**src/rtl/lane_demux_rr_if.sv**
```systemverilog
// lane_demux_rr_if: byte-stream input and frame-output handshake bundle for
// the lane demultiplexer.
//   data_in, valid_in, sync : slot byte, its valid, slot-0 realign marker
//   out_ready               : consumer accepts the presented frame
//   data_out, lane_valid    : presented frame word and per-lane valids
//   out_valid               : a frame is presented
//   overflow, drop_count    : sticky drop flag and saturating drop counter
// master drives the byte stream and out_ready; slave is the demux side.
interface lane_demux_rr_if #(
  parameter int DATA_W = 8,
  parameter int LANES  = 4,
  parameter int CNT_W  = 8
);
  logic [DATA_W-1:0]       data_in;
  logic                    valid_in;
  logic                    sync;
  logic                    out_ready;
  logic [LANES*DATA_W-1:0] data_out;
  logic [LANES-1:0]        lane_valid;
  logic                    out_valid;
  logic                    overflow;
  logic [CNT_W-1:0]        drop_count;

  modport master (
    output data_in, valid_in, sync, out_ready,
    input  data_out, lane_valid, out_valid, overflow, drop_count
  );

  modport slave (
    input  data_in, valid_in, sync, out_ready,
    output data_out, lane_valid, out_valid, overflow, drop_count
  );
endinterface

```
**src/rtl/lane_demux_rr.sv**
```systemverilog
// lane_demux_rr: receive end of the 4-lane byte serialiser. A time-division
// byte stream (one slot per cycle, slot k = lane k) is gathered back into a
// parallel frame word with per-lane valids and presented on a valid/ready
// handshake. Frames that complete while the output is blocked are dropped
// and counted.
// Ports:
//   clk   : rising-edge clock
//   reset : asynchronous, active-high; clears all state
//   bus   : lane_demux_rr_if slave (byte stream in, frame handshake out)
module lane_demux_rr #(
  parameter int DATA_W = 8,
  parameter int LANES  = 4,
  parameter int CNT_W  = 8
) (
  input logic           clk,
  input logic           reset,
  lane_demux_rr_if.slave bus
);
  localparam int          SW  = $clog2(LANES);
  localparam int unsigned LM1 = LANES - 1;

  logic [SW-1:0]                 slot_cnt;
  logic [SW-1:0]                 cur_slot;
  logic                          last;
  logic                          load_ok;
  // Only lanes 0..LANES-2 are buffered; the last lane is taken straight
  // from the bus in the completing cycle.
  logic [LANES-2:0]              coll_v;
  logic [LANES-2:0][DATA_W-1:0]  coll_d;
  logic [LANES-1:0]              frame_v;
  logic [LANES*DATA_W-1:0]       frame_d;

  always_comb begin
    cur_slot = bus.sync ? '0 : slot_cnt;
    last     = (cur_slot == SW'(LM1));
    load_ok  = !bus.out_valid || bus.out_ready;
    frame_v  = {bus.valid_in, coll_v};
    frame_d  = {(bus.valid_in ? bus.data_in : {DATA_W{1'b0}}), coll_d};
  end

  always_ff @(posedge clk or posedge reset) begin
    if (reset) begin
      slot_cnt       <= '0;
      coll_v         <= '0;
      coll_d         <= '0;
      bus.data_out   <= '0;
      bus.lane_valid <= '0;
      bus.out_valid  <= 1'b0;
      bus.overflow   <= 1'b0;
      bus.drop_count <= '0;
    end else begin
      if (bus.out_valid && bus.out_ready) begin
        bus.out_valid <= 1'b0;
      end

      if (last) begin
        coll_v <= '0;
        // An all-invalid frame is discarded without touching the output.
        if (|frame_v) begin
          if (load_ok) begin
            bus.data_out   <= frame_d;
            bus.lane_valid <= frame_v;
            bus.out_valid  <= 1'b1;
          end else begin
            bus.overflow <= 1'b1;
            if (bus.drop_count != '1) begin
              bus.drop_count <= bus.drop_count + CNT_W'(1);
            end
          end
        end
      end else begin
        for (int unsigned i = 0; i < LM1; i++) begin
          if (cur_slot == SW'(i)) begin
            coll_v[i] <= bus.valid_in;
            coll_d[i] <= bus.valid_in ? bus.data_in : '0;
          end else if (bus.sync && slot_cnt != '0 && i != 0) begin
            // Realign: the partial frame collected so far is abandoned.
            coll_v[i] <= 1'b0;
          end
        end
      end

      slot_cnt <= cur_slot + SW'(1);
    end
  end
endmodule

```
**src/flat_wrapper.sv**
```systemverilog
// flat-port wrapper written by rule: the top's interface ports become plain ports
module lane_demux_rr_flat 
#(
  parameter int DATA_W = 8,
  parameter int LANES  = 4,
  parameter int CNT_W  = 8
)
  (clk, reset, bus_data_in, bus_valid_in, bus_sync, bus_out_ready, bus_data_out, bus_lane_valid, bus_out_valid, bus_overflow, bus_drop_count);
  lane_demux_rr_if #(.DATA_W(DATA_W), .LANES(LANES), .CNT_W(CNT_W)) bus_i ();
  input logic clk;
  input logic reset;
  input wire logic [$bits(bus_i.data_in)-1:0] bus_data_in;
  input wire logic [$bits(bus_i.valid_in)-1:0] bus_valid_in;
  input wire logic [$bits(bus_i.sync)-1:0] bus_sync;
  input wire logic [$bits(bus_i.out_ready)-1:0] bus_out_ready;
  output wire logic [$bits(bus_i.data_out)-1:0] bus_data_out;
  output wire logic [$bits(bus_i.lane_valid)-1:0] bus_lane_valid;
  output wire logic [$bits(bus_i.out_valid)-1:0] bus_out_valid;
  output wire logic [$bits(bus_i.overflow)-1:0] bus_overflow;
  output wire logic [$bits(bus_i.drop_count)-1:0] bus_drop_count;
  assign bus_i.data_in = bus_data_in;
  assign bus_i.valid_in = bus_valid_in;
  assign bus_i.sync = bus_sync;
  assign bus_i.out_ready = bus_out_ready;
  assign bus_data_out = bus_i.data_out;
  assign bus_lane_valid = bus_i.lane_valid;
  assign bus_out_valid = bus_i.out_valid;
  assign bus_overflow = bus_i.overflow;
  assign bus_drop_count = bus_i.drop_count;
  lane_demux_rr #(.DATA_W(DATA_W), .LANES(LANES), .CNT_W(CNT_W)) u_core (.clk(clk), .reset(reset), .bus(bus_i));
endmodule
```
**config.mk**
```make
export PLATFORM = sky130hd
export DESIGN_NAME = lane_demux_rr_flat
export DESIGN_NICKNAME = d
export VERILOG_FILES = /design/src/rtl/lane_demux_rr_if.sv /design/src/rtl/lane_demux_rr.sv /design/src/flat_wrapper.sv
export SDC_FILE = /design/constraint.sdc
export NUM_CORES = 1
export LEC_CHECK = 0
export ABC_CLOCK_PERIOD_IN_PS = 2850
export BUFFER_PORTS_ARGS = -buffer_cell sky130_fd_sc_hd__buf_2
export CAP_MARGIN = 20
export CELL_PAD_IN_SITES_DETAIL_PLACEMENT = 1
export CELL_PAD_IN_SITES_GLOBAL_PLACEMENT = 1
export CORE_MARGIN = 5
export CORE_UTILIZATION = 45
export CTS_BUF_LIST = sky130_fd_sc_hd__clkbuf_4
export DETAILED_ROUTE_END_ITERATION = 12
export HOLD_SLACK_MARGIN = 0.12
export PLACE_DENSITY = 0.8
export REMOVE_ABC_BUFFERS = 1
export SLEW_MARGIN = 20
export SYNTH_ARGS = -nofsm -noshare
export SYNTH_HDL_FRONTEND = slang
export SYNTH_SLANG_ARGS = --single-unit
```
**constraint.sdc**
```tcl
create_clock -name clk -period 2.85 [get_ports clk]
set_input_delay 0.1425 -clock clk [delete_from_list [all_inputs] [get_ports clk]]
set_output_delay 0.1425 -clock clk [all_outputs]
set_load 0.05 [all_outputs]
```
==> results of run 1 <==
## worst paths after layout
| check | startpoint | endpoint | depth (start not counted) |
|---|---|---|---|
| min in group asynchronous | reset | u_core.bus.data_out[10] | 3 |
| max | u_core.slot_cnt[0] | u_core.bus.data_out[29] | 6 |
| min reg2reg | u_core.bus.data_out[5] | u_core.bus.data_out[5] | 2 |
| max reg2reg | u_core.slot_cnt[0] | u_core.bus.data_out[29] | 6 |
| max in group asynchronous | reset | u_core.coll_d[9] | 4 |
| min | bus_data_in[5] | u_core.coll_d[5] | 3 |
## through the flow
stage | total power [uW] | utilization, % | setup slack (ns)
4_1_cts | 3330 | 53.6 | 0.522
2_1_floorplan | 2430 | - | 0.508
3_3_place_gp | 2710 | 50.9 | 0.804
3_5_place_dp | 2770 | 50.9 | 0.573
5_1_grt | 3470 | 53.6 | 0.410
6_report | 3280 | 53.6 | 0.555
## critical path, stage by stage, from the launching register on
cell     delay [ns]
dfrtp_1        0.37
nor2b_1        0.42
ha_1           0.35
o41ai_4        0.15
nor2b_2        0.14
buf_4          0.35
mux2_2         0.39
## cells in the mapped netlist, types with 4 or more instances
library cell	count	area share [%]
inv_1	6	0.73
and2_1	9	1.8
nor2_1	7	0.85
xor2_1	6	1.7
nand2_1	84	10
ha_1	7	2.8
o21ai_0	4	0.65
dfrtp_1	75	61
clkbuf_1	4	0.49
mux2_2	32	12
## cell families (layout without fill, tap and decap cells)
kind of cell / count (synthesis) / in the layout
mux: 33 / 33
simple gates: 116 / 116
buf+inv: 17 / 91
compound gates: 9 / 9
xor+xnor: 7 / 7
flops: 75 / 75
fa+ha+maj: 7 / 7
## layout make-up
cell class / instances / area [um^2]
Fill cell: 759 / 3120
Sequential cell: 75 / 1880
Multi-Input combinational cell: 172 / 1100
Timing Repair Buffer: 69 / 390
Tap cell: 80 / 100
Clock buffer: 9 / 67.6
Clock inverter: 7 / 45.0
Inverter: 6 / 23.8
## state kept, by name, indices dropped and copies added, names as in the netlist
| name | count |
|---|---|
| u_core.bus.out_valid | 1 |
| u_core.bus.lane_valid | 4 |
| u_core.bus.data_out | 32 |
| u_core.slot_cnt | 2 |
| u_core.bus.drop_count | 8 |
| u_core.coll_v | 3 |
| u_core.bus.overflow | 1 |
| u_core.coll_d | 24 |
## what timing repair did
item | CTS | global route
hold buffers | 7 | 0
setup endpoints to repair | 0 | 0
endpoints found under the hold margin | 49 | 0
## power breakdown
| part | switching [uW] | leakage (uW) | internal [uW] |
|---|---|---|---|
| Sequential | 148 | 0.000985 | 1320 |
| Combinational | 950 | 0.000935 | 309 |
| Clock | 379 | 0.0000537 | 173 |
| Total | 1480 | 0.00197 | 1810 |
## per-layer routing
| metal | vias up | share of wire, % | track usage, % |
|---|---|---|---|
| met3 | 11 | 5.0 | 4.96 |
| met1 | 1043 | 44 | 20.7 |
| met5 | - | 0 | 0 |
| li1 | 993 | - | - |
| met2 | 56 | 49 | 29.3 |
| met4 | 0 | 1.4 | 6.47 |
==> impl_metrics.toml, run 1 <==
[synthesis]
synth_top_family_by_area = "simple AND/OR/NAND/NOR gates"
synthMuxAreaShare_pct = 12.2
synth-async-reset-ratio_pct = 100
synth_xor_area_share_pct = 1.99
synth.distinct_cells = 29
netlist_instances = 264
synth_edf_count = 0
avgSynthCellArea_um2 = 11.6
synthFlopType = "dfrtp_1"
syn_area_um2 = 3080
synth-seq-cells = 75
synth_simple_gate_area_share_pct = 16.3
yosysSeqAreaShare_pct = 61.0
synthAdderAreaFrac_pct = 2.85
synth_compound_area_share_pct = 2.40
synth_warnings = 0

[routing]
vias = 2103
vias_per_cell = 5.03
drc = 0
wl_per_cell_um = 16.1
ant_nets = 0
dr.pass1.iters = 4
drt_wl_total_mm = 6.72
first_iter_violations = 58

[global_route]
gr-total-overflow = 0
grt_use_total_pct = 17.2
grt_pass1_wl_mm = 11.4
grt_max_degree = 39
grt_pass1_vias = 2298
antenna_found_initial = 0

[job]
cap_viol_max_count = 0

[placement]
gp_congestion = 0.813
hpwlAfterDp_mm = 4.76
postPlaceCellArea_um2 = 3420
placed_cells = 395
port-buffer-count = 58

[power]
ir_drop_mv = 0.320
p_leak_uw = 0.00197
p_per_area_nw_per_um2 = 911

[clocking]
clk_path_buf_depth = 2
cts-root-buf = "clkbuf_4"
h-tree-depth = 3
cts_setup_buffers = 0
clock-sinks = 75
path_clk_slew_ns = 0.12
cts_tree = "built"
clkLatencyLatePin_ns = 0.43
cts_resized = 0
numCtsBuffers = 9

[floorplanning]
coreArea_um2 = 6720
die_y_um = 92.7
initial_core_util_pct = 45.8
fp-row-count = 30
dieWidth_um = 92.7
io_pins = 59
dieArea_um2 = 8590

[hold_path]
hold_path_class = "in2reg"

[setup_path]
cp-end-kind = "flop"
critPathKind = "reg2reg"
arrival_ns = 2.61
ff2ff_setup_slack_ns = 0.55
cp_data_required_time_ns = 3.16
critPathLaunchType = "flop"
crit_path_max_fanout = 35

[finish]
layout_common_cells = "nand2_1 (84), dfrtp_1 (75), buf_2 (58)"
antennaDiodeCount = 0
syn2layout_area_growth_pct = 17.2
fin_cells = 418
final_area_um2 = 3600
layout-drive-gt1-share_pct = 33.7
nNetsFinal = 353
final_common_cell = "nand2_1"

[sta]
skew_ns = 0.00774
setup_viol = 0
finalCriticalPeriod_ns = 2.30
relSlewSlack_pct = 56.9
hold_viol = 0
tns_ns = 0
grt_setup_unrepaired = "no"
fmax_mhz = 436
slew_viol_final = 0
tightest_slew_ns = 0.645
worst_hold_slack_ns = 0.147
min_period_over_period_pct = 80.5

[run_status]
outcome = "complete, no violations"
No activity file was read; power rests on OpenSTA's default activity.
==> run 2: changes to the inputs <==
--- a/config.mk
+++ b/config.mk
@@ -5,17 +5,17 @@
 export SDC_FILE = /design/constraint.sdc
 export NUM_CORES = 1
 export LEC_CHECK = 0
-export ABC_CLOCK_PERIOD_IN_PS = 2850
+export ABC_CLOCK_PERIOD_IN_PS = 1800
 export BUFFER_PORTS_ARGS = -buffer_cell sky130_fd_sc_hd__buf_2
 export CAP_MARGIN = 20
 export CELL_PAD_IN_SITES_DETAIL_PLACEMENT = 1
 export CELL_PAD_IN_SITES_GLOBAL_PLACEMENT = 1
 export CORE_MARGIN = 5
-export CORE_UTILIZATION = 45
+export CORE_UTILIZATION = 41
 export CTS_BUF_LIST = sky130_fd_sc_hd__clkbuf_4
 export DETAILED_ROUTE_END_ITERATION = 12
 export HOLD_SLACK_MARGIN = 0.12
-export PLACE_DENSITY = 0.8
+export PLACE_DENSITY = 0.76
 export REMOVE_ABC_BUFFERS = 1
 export SLEW_MARGIN = 20
 export SYNTH_ARGS = -nofsm -noshare
==> constraint.sdc (replaced) <==
create_clock -name clk -period 1.8 [get_ports clk]
set_input_delay 0.09 -clock clk [delete_from_list [all_inputs] [get_ports clk]]
set_output_delay 0.09 -clock clk [all_outputs]
set_load 0.05 [all_outputs]
==> run 2 against run 1 <==
Compared with the run above:
- cell area up 6.5%
- register-to-register slack worse by 0.46 ns
- combinational power rose by 63%
- maximum frequency increased by 35%
- hold slack better by 0.013 ns
- total power grew 63%
- via count increased by 4.5%
- non-clock buffer count up 20
- sequential power is 57% higher
- sequential share of layout area shrank 3.2 points
- largest power group unchanged
- highest routed layer unchanged
==> impl_metrics.toml, run 2 (same netlist as run 1, synthesis figures left out) <==
[sta]
setup_viol = 0
finalCriticalPeriod_ns = 1.71
relSlewSlack_pct = 73.2
grt_setup_unrepaired = "no"
tightest_slew_ns = 0.401
skew_ns = 0.0162
tns_ns = 0
fmax_mhz = 586
finalWorstSetupSlack_ns = 0.0940
min_period_over_period_pct = 94.8
hold_viol = 0
slew_viol_final = 0

[finish]
antennaDiodeCount = 0
layout-drive-gt1-share_pct = 36.4
final_common_cell = "nand2_1"
regMostFlops = "u_core.bus.data_out"
reg_top3 = "u_core.bus.data_out: 32 flops, u_core.coll_d: 24 flops, u_core.bus.drop_count: 8 flops"
layout_common_cells = "nand2_1 (84), dfrtp_1 (75), buf_2 (58)"
syn2layout_area_growth_pct = 24.8
largest_reg_flops = 32
utilization_pct = 52.6
nNetsFinal = 373

[clocking]
h-tree-depth = 3
clkLatencyLatePin_ns = 0.42
clock-sinks = 75
clk_path_buf_depth = 2
cts-root-buf = "clkbuf_4"
cts_tree = "built"
path_clk_slew_ns = 0.12
numCtsBuffers = 9

[setup_path]
crit_path_max_incr_delay_ns = 0.41
cp_data_required_time_ns = 2.14
crit_buf_inv = 0
critPathLaunchType = "flop"
crit_family = "simple AND/OR/NAND/NOR gates"
slowest_stage = "a211o_1"
critPathKind = "reg2reg"
arrival_ns = 2.05
crit_chain = "ha_1 -> and3_1 -> a211o_1 -> nor3_2 -> xor2_1"
cp-end-kind = "flop"
crit_path_max_fanout = 7

[routing]
vias = 2197
first_iter_violations = 77
dr.pass1.iters = 4
wl_per_cell_um = 15.5
vias_per_cell = 4.82
ant_nets = 0
drt_wl_total_mm = 7.08
drc = 0

[floorplanning]
dieWidth_um = 96.6
coreArea_um2 = 7290
fp-row-count = 31
dieArea_um2 = 9330
die_y_um = 96.6
io_pins = 59
initial_core_util_pct = 42.2

[power]
ir_drop_mv = 0.482
p_leak_uw = 0.00209
p_per_area_nw_per_um2 = 1400
total_power_uw = 5370

[global_route]
grt_pass1_wl_mm = 12.4
antenna_found_initial = 0
grt_use_total_pct = 16.2
grt_pass1_vias = 2505
grt_max_degree = 76
gr-total-overflow = 0

[placement]
place_ws_ns = -0.0490
hpwlAfterDp_mm = 4.83
gp_congestion = 0.782
port-buffer-count = 58

[run_status]
outcome = "complete, no violations"

[hold_path]
hold_path_class = "in2reg"

[job]
cap_viol_max_count = 0
run 2: cell types whose count changed in the layout (fill, tap and decap cells not counted), moves of 2 or more:
cell,before,now
buf_4,4,17
buf_12,0,2
clkinv_1,0,2
clkinv_2,4,1
dlygate4sd3_1,7,11
clkinvlp_4,4,2
run 2: through the flow:
| step | cells | hold slack (ns) | area, um^2 |
|---|---|---|---|
| after CTS | 455 | 0.146 | 3820 |
| after detailed placement | 429 | 0.212 | 3580 |
| after global placement | 429 | 0.207 | 3580 |
| after global routing | 456 | 0.181 | 3840 |
| after floorplan | 253 | 0.195 | 3000 |
| final | 456 | 0.159 | 3840 |
run 2: worst min-delay path, stage by stage:
cell	delay, ns
buf_2	0.11
nor2b_2	0.05
buf_4	0.15
inv_1	0.13
run 2: report_power, final:
part | internal, uW | leakage [uW] | switching [uW] | total, uW
sequential | 2100 | 0.000985 | 218 | 2310
combinational | 540 | 0.00104 | 1520 | 2060
clock | 404 | 0.0000629 | 588 | 993
run 2: layout make-up:
| type | count | area (um^2) |
|---|---|---|
| fill | 822 | 3450 |
| sequential | 75 | 1880 |
| multi-input combinational | 172 | 1110 |
| timing repair buffer | 89 | 579 |
| tap | 99 | 124 |
| clock buffer | 9 | 67.6 |
| clock inverter | 6 | 57.6 |
| inverter | 6 | 22.5 |
run 2: path summary, 6_finish.rpt:
kind,start,end,slack (ns),depth (start not counted)
max,u_core.bus.drop_count[0],u_core.bus.drop_count[7],0.09,5
min,bus_sync,u_core.slot_cnt[0],0.16,4
max reg2reg,u_core.bus.drop_count[0],u_core.bus.drop_count[7],0.09,5
min reg2reg,u_core.coll_d[15],u_core.bus.data_out[15],0.48,2
max in group asynchronous,reset,u_core.bus.data_out[28],1.19,4
min in group asynchronous,reset,u_core.slot_cnt[1],0.29,4
run 2: routing by layer:
metal  up-vias  global-route usage, %  part of all wire, %
li1       1028                      -                    -
met1      1101                   20.3                   44
met2        57                   26.5                   48
met3        11                   4.32                  5.7
met4         0                   6.70                  1.7
met5         -                      0                    0
run 2: repair_timing:
item	4_1_cts	5_1_grt
endpoints found under the hold margin	105	0
pin swaps	1	1
buffers inserted	0	1
gates resized for setup	1	4
hold buffers	11	0
endpoints found under the setup margin	10	39
==> run 3: changes to the inputs <==
--- a/config.mk
+++ b/config.mk
@@ -5,7 +5,7 @@
 export SDC_FILE = /design/constraint.sdc
 export NUM_CORES = 1
 export LEC_CHECK = 0
-export ABC_CLOCK_PERIOD_IN_PS = 1800
+export ABC_CLOCK_PERIOD_IN_PS = 1400
 export BUFFER_PORTS_ARGS = -buffer_cell sky130_fd_sc_hd__buf_2
 export CAP_MARGIN = 20
 export CELL_PAD_IN_SITES_DETAIL_PLACEMENT = 1
==> constraint.sdc (replaced) <==
create_clock -name clk -period 1.4 [get_ports clk]
set_input_delay 0.07 -clock clk [delete_from_list [all_inputs] [get_ports clk]]
set_output_delay 0.07 -clock clk [all_outputs]
set_load 0.05 [all_outputs]
==> run 3 against run 2 <==
Compared with the run above:
- the flow now finishes with violations (negative setup slack)
- hold slack gained 0.077 ns
- clock power grew 33%
- cell count increased by 5.3%
- largest cell class unchanged
- die area stayed put
- sequential power rose by 33%
- cell area grew 15%
==> impl_metrics.toml, run 3 (same netlist as run 1, synthesis figures left out) <==
[setup_path]
critPathKind = "reg2reg"
arrival_ns = 2.01
cp_data_required_time_ns = 1.75
ff2ff_setup_slack_ns = -0.26
crit_path_max_fanout = 7
critPathLaunchType = "flop"
cp-end-kind = "flop"

[routing]
first_iter_violations = 89
wl_met3_um = 366
met2WireLength_mm = 4.54
drc = 0
dr.pass1.iters = 4
drt_wl_total_mm = 8.68
wl_met1_mm = 3.67
top_layer_used = "met5"
wl_per_cell_um = 18.1
vias = 2320
vias_per_cell = 4.83
ant_nets = 0

[floorplanning]
fp-row-count = 31
dieWidth_um = 96.6
die_y_um = 96.6
coreArea_um2 = 7290
initial_core_util_pct = 42.2
dieArea_um2 = 9330
io_pins = 59

[finish]
multi_input_area_um2 = 1410
syn2layout_area_growth_pct = 43.4
nNetsFinal = 397
regMostFlops = "u_core.bus.data_out"
nFillCells = 791
largest_reg_flops = 32
antennaDiodeCount = 0
final_common_cell = "dfrtp_1"
utilization_pct = 60.5
reg_top3 = "u_core.bus.data_out: 32 flops, u_core.coll_d: 24 flops, u_core.bus.drop_count: 8 flops"
area.sequential_um2 = 1880
final_area_um2 = 4410
layout_common_cells = "dfrtp_1 (75), buf_2 (57), nand2_1 (56)"
layout-drive-gt1-share_pct = 52.8

[hold_path]
hold_path_class = "in2async"

[sta]
relSlewSlack_pct = 72.2
setup_viol = 70
fmax_mhz = 604
grt_setup_unrepaired = "yes"
skew_ns = 0.0125
finalCriticalPeriod_ns = 1.66
slew_viol_final = 0
min_period_over_period_pct = 118
finalWorstSetupSlack_ns = -0.256
hold_viol = 0
tightest_slew_ns = 0.417

[global_route]
grt_use_total_pct = 17.8
grt_pass1_wl_mm = 13.3
antenna_found_initial = 1
grt_max_degree = 76
grt_pass1_vias = 2568
gr-total-overflow = 0

[run_status]
outcome = "complete, but fails checks"
violations = "negative setup slack"

[placement]
gp_congestion = 0.765
postPlaceCellArea_um2 = 3690
port-buffer-count = 58
hpwlAfterDp_mm = 5.01
place_ws_ns = -0.355

[clocking]
clock-sinks = 75
clk_path_buf_depth = 2
numCtsBuffers = 9
cts_tree = "built"
clkLatencyLatePin_ns = 0.43
path_clk_slew_ns = 0.12
cts-root-buf = "clkbuf_4"
h-tree-depth = 3

[job]
cap_viol_max_count = 0

[power]
ir_drop_mv = 0.810
p_per_area_nw_per_um2 = 1680
p_leak_uw = 0.00233
-- run 3: cell count changes in the layout (fill, tap and decap cells not counted), sizes merged --
| cell | change |
|---|---|
| clkbuf | +3 |
| buf | +22 |
| clkinvlp | -1 |
-- run 3: what timing repair did --
item | CTS | global route
hold buffers | 10 | 1
gates resized for setup | 56 | 44
gates cloned | 1 | 2
pin swaps | 21 | 28
setup buffers | 6 | 3
endpoints found under the hold margin | 106 | 2
endpoints found under the setup margin | 69 | 74
-- run 3: worst max-delay path: stages (launching register included) --
cell and delay [ns]:
dfrtp_1 0.39, nor2b_4 0.19, ha_4 0.17, o41ai_4 0.10
a211o_4 0.41, nor3_4 0.15, xor2_1 0.18
-- run 3: through the flow --
| stage | instances | power, uW | hold WS (ns) | setup TNS, ns |
|---|---|---|---|---|
| after floorplan | 253 | 4950 | 0.175 | -74.08 |
| after global placement | 443 | 5610 | 0.189 | -10.69 |
| after detailed placement | 443 | 5690 | 0.191 | -14.61 |
| after CTS | 475 | 7150 | 0.154 | -6.73 |
| after global routing | 480 | 7740 | 0.221 | -16.43 |
| final | 480 | 7390 | 0.236 | -12.35 |
-- run 3: path summary, 6_finish.rpt --
| path | from | cells after the start | end |
|---|---|---|---|
| min in group clk | bus_sync | 5 | u_core.slot_cnt[0] |
| max in group asynchronous | reset | 4 | u_core.coll_d[14] |
| max reg2reg | u_core.slot_cnt[0] | 6 | u_core.bus.drop_count[7] |
| max | u_core.slot_cnt[0] | 6 | u_core.bus.drop_count[7] |
| min reg2reg | u_core.coll_d[14] | 2 | u_core.bus.data_out[14] |
| min | reset | 4 | u_core.slot_cnt[1] |
-- run 3: power breakdown --
group          switching [uW]  total (uW)  internal (uW)
Combinational            2070        3000            930
Sequential                375        3070           2700
Clock                     773        1320            550
-- run 3: area by class of cell --
class,instances,area share (%)
tap,99,2.81
clock inverter,5,1.25
clock buffer,10,1.70
timing repair buffer,113,19.1
inverter,6,0.624
multi-input combinational,172,31.9
sequential,75,42.6
-- run 3: per-layer routing --
layer / GRT usage (%) / vias up
met1: 22.8 / 1167
met4: 4.97 / 2
li1: - / 1088
met5: 0 / -
met2: 30.0 / 51
met3: 4.39 / 12
